<file path="src/rtl/calc_pkg.sv">
// Shared constants and state encoding for the BCD display sequencer.
package calc_pkg;

    localparam int DEF_WIDTH = 27;
    localparam int DEF_NDIG  = 8;

    localparam logic [3:0] BLANK    = 4'hF;
    localparam logic [3:0] ERRGLYPH = 4'hE;

    typedef logic [1:0] state_t;

    localparam state_t ST_IDLE = 2'd0;
    localparam state_t ST_CONV = 2'd1;
    localparam state_t ST_EMIT = 2'd2;
    localparam state_t ST_DONE = 2'd3;

endpackage

</file>
<file path="src/rtl/calc_dd_step.sv">
// One double-dabble iteration: add 3 to every BCD nibble >= 5, then shift the
// BCD register left one bit, pulling in the next operand bit at the bottom.
module calc_dd_step #(
    parameter int NDIG = 8
) (
    input  logic [4*(NDIG+1)-1:0] bcd_i,
    input  logic                  bit_i,
    output logic [4*(NDIG+1)-1:0] bcd_o
);
    import calc_pkg::*;

    localparam int BW = 4 * (NDIG + 1);

    logic [BW-1:0] adj;

    // Per-nibble add-3 correction followed by the one-bit shift.
    always_comb begin
        adj = '0;
        for (int i = 0; i < NDIG + 1; i++) begin
            if (bcd_i[i*4 +: 4] >= 4'd5) begin
                adj[i*4 +: 4] = bcd_i[i*4 +: 4] + 4'd3;
            end else begin
                adj[i*4 +: 4] = bcd_i[i*4 +: 4];
            end
        end
        // The top bit falls off; the extra overflow nibble can never reach 8.
        bcd_o = BW'({adj, bit_i});
    end

endmodule

</file>
<file path="src/rtl/calc_disp_seq.sv">
// Binary-to-display sequencer: converts an unsigned value to BCD by double
// dabble, then streams one digit code per cycle to the display, LSD first.
// Handshake: a request is taken when start=1 in a cycle where ready=1; start
// in any other cycle is dropped. wr marks each cycle where data/pos are valid,
// and done pulses for one cycle after the last digit.
module calc_disp_seq #(
    parameter int WIDTH = calc_pkg::DEF_WIDTH,
    parameter int NDIG  = calc_pkg::DEF_NDIG
) (
    input  logic             clock,
    input  logic             reset,
    input  logic             start,
    input  logic [WIDTH-1:0] value,
    input  logic             err,
    output logic             ready,
    output logic             wr,
    output logic [3:0]       data,
    output logic [3:0]       pos,
    output logic             done
);
    import calc_pkg::*;

    localparam int BW = 4 * (NDIG + 1);
    localparam int CW = $clog2(WIDTH + 1);
    localparam logic [CW-1:0] CNT_LAST = CW'(WIDTH - 1);
    localparam logic [3:0]    POS_LAST = 4'(NDIG - 1);

    state_t            state_q, state_d;
    logic [WIDTH-1:0]  op_q, op_d;
    logic [BW-1:0]     bcd_q, bcd_d;
    logic [CW-1:0]     cnt_q, cnt_d;
    logic [3:0]        pos_q, pos_d;
    logic              err_q, err_d;

    logic [BW-1:0]     bcd_step;
    logic              show_err;
    logic [3:0]        msd;
    logic [3:0]        digit;

    calc_dd_step #(.NDIG(NDIG)) u_step (
        .bcd_i (bcd_q),
        .bit_i (op_q[WIDTH-1]),
        .bcd_o (bcd_step)
    );

    // Next-state and datapath control for IDLE -> CONV -> EMIT -> DONE.
    always_comb begin
        state_d = state_q;
        op_d    = op_q;
        bcd_d   = bcd_q;
        cnt_d   = cnt_q;
        pos_d   = pos_q;
        err_d   = err_q;
        case (state_q)
            ST_IDLE: begin
                if (start) begin
                    op_d    = value;
                    err_d   = err;
                    bcd_d   = '0;
                    cnt_d   = '0;
                    state_d = ST_CONV;
                end
            end
            ST_CONV: begin
                bcd_d = bcd_step;
                op_d  = {op_q[WIDTH-2:0], 1'b0};
                cnt_d = cnt_q + CW'(1);
                if (cnt_q == CNT_LAST) begin
                    pos_d   = '0;
                    state_d = ST_EMIT;
                end
            end
            ST_EMIT: begin
                if (pos_q == POS_LAST) begin
                    pos_d   = '0;
                    state_d = ST_DONE;
                end else begin
                    pos_d = pos_q + 4'd1;
                end
            end
            ST_DONE: begin
                state_d = ST_IDLE;
            end
            default: begin
                state_d = ST_IDLE;
            end
        endcase
    end

    // State registers with synchronous active-low reset.
    always_ff @(posedge clock) begin
        if (!reset) begin
            state_q <= ST_IDLE;
            op_q    <= '0;
            bcd_q   <= '0;
            cnt_q   <= '0;
            pos_q   <= '0;
            err_q   <= 1'b0;
        end else begin
            state_q <= state_d;
            op_q    <= op_d;
            bcd_q   <= bcd_d;
            cnt_q   <= cnt_d;
            pos_q   <= pos_d;
            err_q   <= err_d;
        end
    end

    // Digit selection, leading-zero blanking and error pattern for the outputs.
    always_comb begin
        show_err = err_q || (bcd_q[BW-1 -: 4] != 4'd0);
        msd      = '0;
        for (int i = 1; i < NDIG; i++) begin
            if (bcd_q[i*4 +: 4] != 4'd0) begin
                msd = 4'(i);
            end
        end
        digit = '0;
        for (int i = 0; i < NDIG; i++) begin
            if (pos_q == 4'(i)) begin
                digit = bcd_q[i*4 +: 4];
            end
        end
        ready = (state_q == ST_IDLE);
        wr    = (state_q == ST_EMIT);
        done  = (state_q == ST_DONE);
        data  = '0;
        pos   = '0;
        if (wr) begin
            pos = pos_q;
            if (show_err) begin
                data = (pos_q == 4'd0) ? ERRGLYPH : BLANK;
            end else if (pos_q > msd) begin
                data = BLANK;
            end else begin
                data = digit;
            end
        end
    end

endmodule

</file>
<file path="config.mk">
export PLATFORM = sky130hd
export DESIGN_NAME = calc_disp_seq
export DESIGN_NICKNAME = d
export VERILOG_FILES = /design/src/rtl/calc_pkg.sv /design/src/rtl/calc_dd_step.sv /design/src/rtl/calc_disp_seq.sv
export SDC_FILE = /design/constraint.sdc
export NUM_CORES = 1
export LEC_CHECK = 0
export CAP_MARGIN = 10
export CORE_MARGIN = 3
export CORE_UTILIZATION = 60
export CTS_BUF_LIST = sky130_fd_sc_hd__clkbuf_4 sky130_fd_sc_hd__clkbuf_8 sky130_fd_sc_hd__clkbuf_16
export CTS_CLUSTER_SIZE = 25
export DETAILED_ROUTE_END_ITERATION = 6
export GPL_TIMING_DRIVEN = 1
export PLACE_DENSITY_LB_ADDON = 0.12
export SYNTH_ARGS = -nofsm -noshare
export SYNTH_HDL_FRONTEND = slang
export SYNTH_SLANG_ARGS = --single-unit
export TNS_END_PERCENT = 50
</file>
<file path="constraint.sdc">
create_clock -name clock -period 7.56 [get_ports clock]
set_input_delay 1.512 -clock clock [delete_from_list [all_inputs] [get_ports clock]]
set_output_delay 1.512 -clock clock [all_outputs]
set_load 0.05 [all_outputs]
</file>
==> summary.txt, run 1 <==
Outcome
  – Outcome: finished, final reports clean

Synth
  – Share of the yosys chip area belonging to registers: 0.343
  – Synth area leader: dfxtp_1
  – Post-Syn Nets: a little under 600
  – Top_reg_cell synth: dfxtp_1
  – Synth Instances: 524
  – Post-synth EDFFs: 0
  – Synth warn: 0
  – Avg Cell Area, Syn: roughly 8.4 um2
  – Post-synth cell types: 46
  – Post-synth top area share: 0.343
  – Top post-synthesis cells by area: dfxtp_1 34%, ha_1 9.1%, o21ai_0 5.4%, nor2b_1 4.7%, nand2_1 3.6%
  – Synth Cell Area: between 4000 and 5000 um2
  – Yosys reg bits: 75
  – Asr flop ratio synth: 0

Min path
  – Hold path endpoint: err_q
  – Min-delay worst type: reg -> reg
  – Worst hold start: err_q
  – Cell count of the worst hold path: 2

Timing
  – Final setup viols: 0
  – Worst-margin pin slew: 1040 ps
  – Final Max Slew Viols: 0
  – Post-route setup slack: 2450 ps
  – Final worst-path cycle share: 0.676
  – Final hold viol count: 0
  – Post-layout min period: 5110 ps
  – Post-route setup TNS: 0 ps
  – Final clock skew: 10.2 ps
  – Fmax: 196 MHz
  – Rel. slew slack: 0.306
  – RSZ-0062 raised after global routing: false

Setup path
  – Setup crit start: bcd_q[17]
  – Crit path max fanout: 4
  – Setup CP Type: reg -> out
  – R2R depth: 5
  – Worst reg2reg setup slack: 5070 ps
  – Critical Path RT: 6050 ps
  – R2r endpoint: bcd_q[31]
  – Worst setup EP type: output port
  – Worst setup SP type: flop
  – WP data arrival: 3600 ps
  – Critical R2R Launch: state_q[1]

CTS
  – TritonCTS buffer count: 9
  – CTS Hold Bufs: 0
  – Clk Latency, worst-skew pair: 340 ps
  – Sink Count: 75
  – Post-CTS Setup Bufs: 0
  – H-tree Lvls: 3
  – Clk buf depth: 2
  – Clock slew at reported path FFs: approximately 80 ps
  – CTS tree: yes
  – Post-cts resize count: 0
  – CTS root buf: clkbuf_8

Place
  – GP Congestion: 0.926
  – Count of input and output buffers: 41
  – Setup WS pre-CTS: 2840 ps
  – Post-Place Cells: 635
  – Hpwl dp: ~6.7 mm

Die
  – DIE HEIGHT: 91.4 um
  – Die width: 91.4 um
  – Initial Util: 0.630
  – Core Area: 6940 um2
  – Rows: 30
  – # IOs: 42
  – Die Area: 8360 um2

GRT
  – Largest net degree at the start of global routing: 74
  – Number of global-route vias before repair: 3614
  – Gr usage total: 0.238
  – First-pass GRT wire length: around 16 mm
  – Antenna violations before repair: 0
  – Total global routing overflow: 0

Route
  – Via density: 5.92
  – Drt total wl: 9.89 mm
  – DRT iter0 DRCs: about 310
  – Antenna viol nets, final: 0
  – DR pass1 iterations: 5
  – Routed WL per cell: 15.2 um
  – Vias after detailed routing: 3856
  – DR DRC count: 0

Job
  – Max_cap viols: 0

Finish
  – # diodes: 0
  – Fill count: 547
  – Layout cell share with drive strength beyond 1: 0.0631
  – Fin util: 0.723
  – Finished Layout Cells: 651
  – Final net count: 613
  – Area growth, synth to finish: 14.7%

Power
  – Leak pwr: 1.89 nW
  – Max rail drop VDD: around 0.00015 V
  – PD cells: around 260 nW/um2
  – Tot Pwr: 1.32 mW
[layout by cell type, fill, tap and decap left out, types with 4 or more instances in the layout]
| cell | Yosys | routed |
|---|---|---|
| o21ai_0 | 47 | 47 |
| mux2_2 | 7 | 7 |
| nand2b_1 | 10 | 10 |
| nand3_1 | 6 | 6 |
| nor2_1 | 31 | 31 |
| nand2_1 | 42 | 42 |
| o211a_1 | 11 | 11 |
| clkbuf_8 | 0 | 9 |
| xor2_1 | 11 | 11 |
| a31oi_1 | 4 | 4 |
| mux2i_1 | 13 | 13 |
| ha_1 | 32 | 32 |
| clkdlybuf4s50_1 | 0 | 40 |
| a32oi_1 | 12 | 12 |
| dfxtp_1 | 75 | 75 |
| nor2b_1 | 33 | 33 |
| a22oi_1 | 13 | 13 |
| xnor2_1 | 9 | 9 |
| nor3_1 | 10 | 10 |
| a21oi_1 | 29 | 29 |
| o22ai_1 | 16 | 16 |
| inv_1 | 27 | 27 |
| and2_1 | 12 | 12 |
| nor3b_1 | 5 | 5 |
| o31ai_1 | 8 | 8 |
[flip-flops by register name (all words and copies together), names as in the netlist]
register and flops:
bcd_q 36, op_q 27, cnt_q 5, pos_q 4
state_q 2, err_q 1
[layout make-up]
type                       instances  area, um2  area share
sequential                        75       1500       0.299
inverter                          27        101      0.0202
timing repair buffer              44        428      0.0852
multi-input combinational        393       2660       0.529
clock buffer                      11        139      0.0276
clock inverter                     5       77.6      0.0154
tap                               96        120      0.0239
[kinds of logic after synthesis]
kind of cell,synth area share
AOI/OAI and AO/OA,0.227
xor gates and xnor gates,0.0400
adders and majority gates,0.0915
buffers and inverters,0.0512
DFF,0.343
muxes,0.0477
and+or+nand+nor,0.200
[power by group]
part           switching (mW)  total [mW]  internal, mW
Combinational           0.305       0.471         0.166
Clock                   0.148       0.340         0.192
Sequential             0.0419       0.510         0.468
[how the worst max path moves through the flow]
stage	to	cells after the start
after detailed placement	data[0]	13
after global placement	data[0]	13
after CTS	data[0]	13
after global routing	data[0]	13
final	data[0]	13
after floorplan	data[0]	12
[worst max-delay path: stages, from the launching register on]
cell             delay (ps)
dfxtp_1                 340
inv_1                   100
ha_1                    220
nor3b_1                 320
nand3_1                 140
a31oi_1                 160
nor2_1                   60
ha_1                    280
nor2b_1                 140
o21ai_0                 160
a32oi_1                  80
nor3b_1                 390
a311oi_1                150
clkdlybuf4s50_1         730
[layer usage]
layer	vias up	global-route usage	wire, um	share of wire
li1	1908	-	-	-
met1	1828	0.306	4530	0.46
met2	106	0.394	4690	0.47
met3	14	0.0464	528	0.053
met4	0	0.0892	132	0.013
met5	-	0	0	0
[synthesized netlist by cell type (2+ instances only)]
master and count:
nand2b_1 10, buf_2 11, and2b_2 2, nand3b_1 2, nor2_1 31, o22ai_1 16
nand2_1 42, o21ai_0 47, clkbuf_1 18, o211a_1 11, ha_1 32, nor3_1 10
mux2_2 7, a22oi_1 13, a21boi_0 3, and2_1 12, a211o_1 3, a32oi_1 12
nor4b_1 2, nand4_1 2, nor2b_1 33, nor3b_1 5, xor2_1 11, inv_1 27
o21ai_1 2, o31ai_1 8, dfxtp_1 75, mux2i_1 13, nand3_1 6, a21oi_1 29
xnor2_1 9, a211oi_1 3, a31oi_1 4
[per-stage QoR]
step	area, um2	hold slack, ps
after floorplan	4380	444
after global placement	4810	481
after detailed placement	4810	489
after CTS	5020	503
after global routing	5020	527
final	5020	506
Note: power is estimated with default switching activity, not from simulation.
==> run 2, diff against run 1 <==
- CORE_UTILIZATION: 60 -> 58
- clock period: 7.56 -> 4.75 ns (I/O delays scaled with it)
==> summary.txt, run 2 (same netlist as run 1, synthesis figures left out) <==
Setup path
  – Worst setup EP type: output port
  – WP data arrival: 3290 ps (-310 ps)
  – CP delay by family, top: simple AND/OR/NAND/NOR gates
  – Setup CP Type: reg -> out
  – Crit path max fanout: 4 (unchanged)
  – Critical Path RT: 3800 ps (-2250 ps)
  – WP buf/inv: 2 (unchanged)
  – CP cell instances: inv_1 -> ha_1 -> nor3b_1 -> nand3_1 -> a31oi_1 -> nor2_1 -> ha_1 -> nor2b_1 -> o21ai_0 -> a32oi_1 -> nor3b_1 -> a31oi_1 -> dlymetal6s2s_1
  – Worst setup SP type: flop
  – Crit-path slowest cell: nor3b_1
  – Crit-path max cell delay: 380 ps (-350 ps)

Route
  – Drt total wl: 9.96 mm (+0.76%)
  – DR pass1 iterations: 4 (-1)
  – Via density: 5.85 (-1.3%)
  – Vias after detailed routing: 3818 (-0.99%)
  – Antenna viol nets, final: 0 (unchanged)
  – DR DRC count: 0 (unchanged)
  – DRT iter0 DRCs: 337 (+7.3%)
  – Routed WL per cell: 15.3 um (+0.45%)

GRT
  – Met3 usage: 0.0479 (+0.00153)
  – Number of global-route vias before repair: 3616 (+0.055%)
  – Total global routing overflow: 0 (unchanged)
  – Gr usage total: 0.239 (+0.000312)
  – Global routing met1 resource utilization: 0.319 (+0.0130)
  – GRT busiest layer: met2
  – Met2 GRT Util: 0.383 (-0.0111)
  – Antenna violations before repair: 0 (unchanged)
  – Largest net degree at the start of global routing: 74 (unchanged)
  – First-pass GRT wire length: 16.8 mm (+2.8%)

Finish
  – # diodes: 0 (unchanged)
  – Fill count: 650 (+19%)
  – Register area: 1500 um2 (unchanged)
  – Commonest non-fill, non-tap cell in the layout: dfxtp_1
  – Final net count: 612 (-0.16%)
  – Largest reg by FF count: bcd_q
  – Biggest regs: bcd_q x36, op_q x27, cnt_q x5
  – Area occupied by multi-input gates: 2660 um2 (unchanged)
  – Max reg flops: 36 (unchanged)
  – Layout cell share with drive strength beyond 1: 0.0614 (-0.00169)
  – Most frequent cells in the layout: 75 x dfxtp_1, 47 x o21ai_0, 42 x nand2_1
  – Area growth, synth to finish: 15.1%

CTS
  – Clk buf depth: 2 (unchanged)
  – H-tree Lvls: 3 (unchanged)
  – Post-cts resize count: 0 (unchanged)
  – Sink Count: 75 (unchanged)
  – CTS Hold Bufs: 0 (unchanged)
  – Clock slew at reported path FFs: 80 ps (about the same)
  – CTS root buf: clkbuf_8
  – Post-CTS Setup Bufs: 0 (unchanged)
  – CTS tree: yes
  – TritonCTS buffer count: 9 (unchanged)
  – Clk Latency, worst-skew pair: 350 ps (about the same)

Timing
  – Final hold viol count: 0 (unchanged)
  – Fmax: about 240 MHz
  – Rel. slew slack: 0.187 (-0.119)
  – Final setup viols: 0 (unchanged)
  – Post-layout min period: 4240 ps
  – Post-route setup TNS: 0 ps (unchanged)
  – Final worst-path cycle share: 0.893
  – Final clock skew: 9.67 ps (-0.576 ps)
  – Min Hold Slack: 502 ps (-4.05 ps)
  – RSZ-0062 raised after global routing: false
  – Worst-margin pin slew: 1220 ps (+175 ps)
  – Final Max Slew Viols: 0 (unchanged)

Die
  – # IOs: 42 (unchanged)
  – Core Area: 7290 um2 (+5.0%)
  – DIE HEIGHT: 92.9 um (+1.6%)
  – Die Area: 8630 um2 (+3.2%)
  – Die width: 92.9 um (+1.6%)
  – Initial Util: 0.600 (-0.0301)
  – Rows: 31 (+3.3%)

Power
  – Max rail drop VDD: 0.000250 V (+61%)
  – Leak pwr: 1.97 nW (+4.1%)
  – PD cells: 420 nW/um2 (+60%)

Place
  – Hpwl dp: 6.74 mm (+0.72%)
  – GP Congestion: 0.902 (-2.6%)
  – Count of input and output buffers: 41 (unchanged)

Outcome
  – Outcome: finished, final reports clean

Min path
  – Min-delay worst type: reg -> reg

Job
  – Max_cap viols: 0 (unchanged)
run 2: changes by cell type in the layout (fill, tap and decap cells not counted), sizes merged:
cell,delta
buf,-1
dlymetal6s2s,+4
clkinvlp,-1
clkdlybuf4s50,-4
clkbuf,+1
run 2: where the power goes:
part / internal, mW / switching, mW / leakage (nW) / total (mW)
sequential: 0.746 / 0.0684 / 0.611 / 0.814
clock: 0.322 / 0.240 / 0.117 / 0.563
combinational: 0.258 / 0.484 / 1.24 / 0.742
total: 1.33 / 0.793 / 1.97 / 2.12
run 2: final timing paths:
kind / slack [ps] / depth (start not counted) / end / start
max: 510 / 13 / data[3] / bcd_q[17]
min: 500 / 2 / err_q / err_q
max reg2reg: 1790 / 6 / op_q[20] / state_q[1]
min reg2reg: 500 / 2 / err_q / err_q
run 2: per-layer routing:
metal	share of wire	vias to the layer above
met5	0	-
met4	0.017	0
met3	0.051	16
met2	0.47	100
met1	0.46	1808
li1	-	1894
run 2: per-stage QoR:
step / power [mW] / setup WS (ps) / utilization / cells / instance area (um2)
floorplan: 1.38 / 765 / - / 524 / 4380
global placement: 1.54 / 670 / 0.659 / 637 / 4800
detailed placement: 1.56 / 572 / 0.659 / 637 / 4800
CTS: 2.13 / 174 / 0.690 / 653 / 5030
global route: 2.25 / 340 / 0.691 / 653 / 5040
finish: 2.12 / 507 / 0.691 / 653 / 5040
run 2: final cells by class:
type                            instances  area share
Clock buffer                           12      0.0303
Inverter                               27      0.0201
Sequential cell                        75       0.298
Timing Repair Buffer                   43      0.0854
Tap cell                               99      0.0246
Clock inverter                          4      0.0146
Multi-Input combinational cell        393       0.527
run 2: worst reg2reg max path: cells and delay by family, from the launching register on:
kind,cells,cell delay (ps)
DFF,1,350
and+or+nand+nor,2,1030
buffers and inverters,2,570
AOI/OAI and AO/OA,1,190
adders and majority gates,1,710
==> run 3, diff against run 2 <==
- SLEW_MARGIN: not set -> 10
==> results of run 3 <==
Final layout, timing and power as in run 2 (identical DEF).
